File: config.mk
export PLATFORM = sky130hd
export DESIGN_NAME = input_port_buffer
export DESIGN_NICKNAME = d
export VERILOG_FILES = /design/src/rtl/input_port_buffer.sv
export SDC_FILE = /design/constraint.sdc
export NUM_CORES = 1
export LEC_CHECK = 0
export CORE_MARGIN = 10
export CORE_UTILIZATION = 29
export DETAILED_ROUTE_END_ITERATION = 6
export GPL_TIMING_DRIVEN = 0
export PLACE_DENSITY_LB_ADDON = 0.12
export SETUP_SLACK_MARGIN = 0.15
export SLEW_MARGIN = 20
export SYNTH_ARGS = -nofsm -noshare
export SYNTH_HDL_FRONTEND = slang
export SYNTH_SLANG_ARGS = --single-unit
File: constraint.sdc
create_clock -name clk -period 5.6 [get_ports clk]
set_input_delay 1.12 -clock clk [delete_from_list [all_inputs] [get_ports clk]]
set_output_delay 1.12 -clock clk [all_outputs]
set_load 0.01 [all_outputs]
File: src/rtl/input_port_buffer.sv
// Router input port: first-word fall-through flit FIFO with XY route computation on the head flit.
// Refused writes (FIFO full) are signalled with a one-cycle drop pulse.
module input_port_buffer #(
    parameter int DATA_W = 32,
    parameter int DEPTH  = 4,
    parameter int MY_X   = 2,
    parameter int MY_Y   = 2
) (
    input  logic              clk,
    input  logic              rst,
    input  logic              write_en_i,
    input  logic [DATA_W-1:0] data_i,
    output logic              buffer_full_o,
    output logic [4:0]        request_o,
    output logic [7:0]        packet_addr_o,
    input  logic              grant_i,
    output logic              valid_o,
    output logic [DATA_W-1:0] data_o,
    output logic              drop_o
);

    localparam int AW = (DEPTH > 1) ? $clog2(DEPTH) : 1;
    localparam logic [AW-1:0] PTR_ONE  = AW'(1);
    localparam logic [AW:0]   CNT_ONE  = (AW+1)'(1);
    localparam logic [AW:0]   CNT_FULL = (AW+1)'(DEPTH);
    localparam logic [3:0]    MX       = 4'(MY_X);
    localparam logic [3:0]    MYY      = 4'(MY_Y);

    logic [DATA_W-1:0] mem [DEPTH];
    logic [AW-1:0]     wr_ptr;
    logic [AW-1:0]     rd_ptr;
    logic [AW:0]       count;
    logic              wr_acc;
    logic              pop;
    logic [3:0]        head_x;
    logic [3:0]        head_y;

    assign buffer_full_o = (count == CNT_FULL);
    assign valid_o       = (count != '0);
    assign wr_acc        = write_en_i && !buffer_full_o;
    assign pop           = grant_i && valid_o;

    // Pointers wrap naturally because DEPTH is a power of two.
    always_ff @(posedge clk) begin
        if (rst) begin
            wr_ptr <= '0;
            rd_ptr <= '0;
            count  <= '0;
            drop_o <= 1'b0;
        end else begin
            if (wr_acc) begin
                wr_ptr <= wr_ptr + PTR_ONE;
            end
            if (pop) begin
                rd_ptr <= rd_ptr + PTR_ONE;
            end
            case ({wr_acc, pop})
                2'b10:   count <= count + CNT_ONE;
                2'b01:   count <= count - CNT_ONE;
                default: count <= count;
            endcase
            drop_o <= write_en_i && buffer_full_o;
        end
    end

    always_ff @(posedge clk) begin
        if (!rst && wr_acc) begin
            mem[wr_ptr] <= data_i;
        end
    end

    assign data_o        = mem[rd_ptr];
    assign packet_addr_o = data_o[7:0];
    assign head_x        = packet_addr_o[7:4];
    assign head_y        = packet_addr_o[3:0];

    // XY routing: resolve X first, then Y; bit order is N,S,E,W,L.
    always_comb begin
        request_o = 5'b00000;
        if (valid_o) begin
            if (head_x > MX) begin
                request_o = 5'b00100;
            end else if (head_x < MX) begin
                request_o = 5'b01000;
            end else if (head_y > MYY) begin
                request_o = 5'b00001;
            end else if (head_y < MYY) begin
                request_o = 5'b00010;
            end else begin
                request_o = 5'b10000;
            end
        end
    end

endmodule

==> impl_metrics.ini <==
[outcome]
status = finished, final reports clean

[die]
ios = 84
rows = 49
die_area_um2 = 24100
die_w_um = 155
core_area_um2 = 18000
die_h_um = 155
initial_core_util_pct = 29.5

[power_and_ir_drop]
clkPwrFrac_pct = 36.1
vdd_drop_max_mv = 0.222
power.net_switching_uw = 828
finalPower_mw = 3.24
combPwrFrac_pct = 26.3
power.leakage_nw = 2.31
p_int_mw = 2.41
powerDensity_nw_per_um2 = 455
p_sw_share_pct = 25.5
seq_power_share_pct = 37.6

[synth]
synthFlopType = edfxtp_1
synth-seq-cells = 138
syn-num-nets = 291
ys_types = 32
synthCells = 249
syn_avg_cell_area_um2 = 21.3
ys_warn_count = 0
ys_async_sr_fraction_pct = 0
netlist_area_um2 = 5300
synth_edf_count = 128
ys_seq_area_share_pct = 76.3

[critical_path]
r2r_start = count[2]
path_max_fanout = 10
critical_path_class = reg -> out
worstPathRequired_ns = 4.48
r2r-end = count[2]
regToRegSetupSlack_ns = 3.28
r2r_cells = 8
cp.arrival_ns = 3.06
start_kind = flip-flop
cp-end-kind = output pin

[layout]
fin_area_um2 = 7130
area_growth_pct = 34.6
nets = 396
final_cell_mix = 128 x edfxtp_1, 82 x clkdlybuf4s50_1, 31 x mux4_2
final_common_cell = edfxtp_1
drive_gt1_share_pct = 23.2
antennaDiodeCount = 0

[hold_path]
min-delay-start = wr_ptr[1]
worstHoldPathCells = 2
whs_endpoint = wr_ptr[1]
worstHoldPathType = reg -> reg

[timing]
hold_violations = 0
period_minus_slack_ns = 4.18
max_freq_mhz = 239
setup_viol = 0
slew_headroom_pct = 52.4
report.final.slew_viol_count = 0
skew_ns = 0.00352
setup-tns-final_ns = 0
worst_pin_slew_ns = 0.714
rsz0062_at_grt = no
finalCritPeriodShare_pct = 74.6

[clock_tree]
htreeDepth = 4
clk_latency_ns = 0.41
cts_repair_resize_count = 0
clk_pin_slew_ns = 0.06
cts_buffers = 17
post_cts.repair.setup_buffers = 0
cts_tree = done
holdBufCountCts = 0
cts.sinks = 138
clockBufferDepth = 2
ctsRootBufferMaster = clkbuf_16

[placement]
globalplace.congestion = 0.710
portBuffers = 82
place_area_um2 = 6510
dp_hpwl_um = 7540

[global_routing]
grt-ovfl-total = 0
track_usage_pct = 9.86
antenna_found_initial = 0
grt_max_degree = 22
grt_pass1_vias = 3000
grt_pass1_wl_um = 17700

[detailed_routing]
drt-total-wl_um = 11300
dr.pass1.iters = 4
drt-initial-drc-count = 102
ant_nets = 0
viasPerCell = 4.49
detail_route.wl_per_cell_um = 19.0
drc = 0
vias = 2670

[run]
max_cap_violations = 0
-- routing by layer --
layer  up-vias  share of wire (%)  track usage [%]
met5         -                  0                0
met4         0                1.5             4.28
met3        13                5.9             3.64
met2        71                 49             15.7
met1      1368                 44             11.8
li1       1218                  -                -
-- worst max path at each step --
| stage | to | depth (start not counted) | slack [ns] | start |
|---|---|---|---|---|
| global route | request_o[1] | 6 | 1.13 | flip-flop |
| global placement | mem[0][19] | 4 | 1.52 | write_en_i |
| detailed placement | request_o[1] | 6 | 1.82 | flip-flop |
| CTS | request_o[1] | 6 | 1.34 | flip-flop |
| finish | request_o[1] | 6 | 1.42 | flip-flop |
| floorplan | request_o[4] | 4 | 2.71 | flip-flop |
-- registers in the layout (all words and copies together) (netlist names), named ones only --
signal  cells
mem       128
count       3
rd_ptr      2
wr_ptr      2
drop_o      1
-- power by group through the flow --
stage                     registers, mW  clock network, mW  logic [mW]
after floorplan                    1.23                  0       0.469
after detailed placement           1.24                  0       0.877
after CTS                          1.22               1.20       0.882
final                              1.22               1.17       0.852
after global placement             1.24                  0       0.867
after global routing               1.23               1.25       0.938
-- cell type report --
type | count | area, um^2
Fill cell | 1638 | 10800
Tap cell | 229 | 287
Timing Repair Buffer | 86 | 916
Clock buffer | 18 | 429
Multi-Input combinational cell | 86 | 1120
Clock inverter | 13 | 195
Sequential cell | 138 | 4040
Buffer | 17 | 108
Inverter | 8 | 30.0
-- stage by stage --
step	setup WS (ns)	hold slack [ns]	instances	util, %
5_1_grt	1.13	0.561	595	39.7
6_report	1.42	0.521	595	39.7
3_3_place_gp	1.52	0.503	560	35.7
2_1_floorplan	2.71	0.484	249	-
3_5_place_dp	1.82	0.513	564	36.2
4_1_cts	1.34	0.527	595	39.7
-- cell usage after synthesis (3+ instances only) --
cell type | number | area [um^2]
mux2i_1 | 4 | 40.0
buf_4 | 8 | 60.1
a211oi_1 | 3 | 22.5
edfxtp_1 | 128 | 3840
ha_1 | 5 | 62.6
dfxtp_1 | 10 | 200
o21ai_0 | 3 | 15.0
and2_1 | 4 | 25.0
a21oi_1 | 5 | 25.0
mux4_2 | 31 | 698
xor2_1 | 4 | 35.0
buf_2 | 5 | 25.0
nor2_1 | 7 | 26.3
or3_1 | 3 | 18.8
inv_1 | 8 | 30.0
-- cells by family after synthesis --
kind of cell	synth area share, %
AO/OA/AOI/OAI	1.86
XOR/XNOR	0.661
adder cells (fa/ha/maj)	1.56
buffers and inverters	2.60
flip-flops	76.3
multiplexers	14.4
AND/OR/NAND/NOR	2.60
-- worst max-delay path, stage by stage, from the launching register on --
cell	delay, ns
dfxtp_1	0.32
buf_6	0.15
buf_2	0.35
buf_2	0.42
nand4_1	0.29
a211oi_1	0.47
clkdlybuf4s50_1	0.64
(Power assumes the default switching activity.)
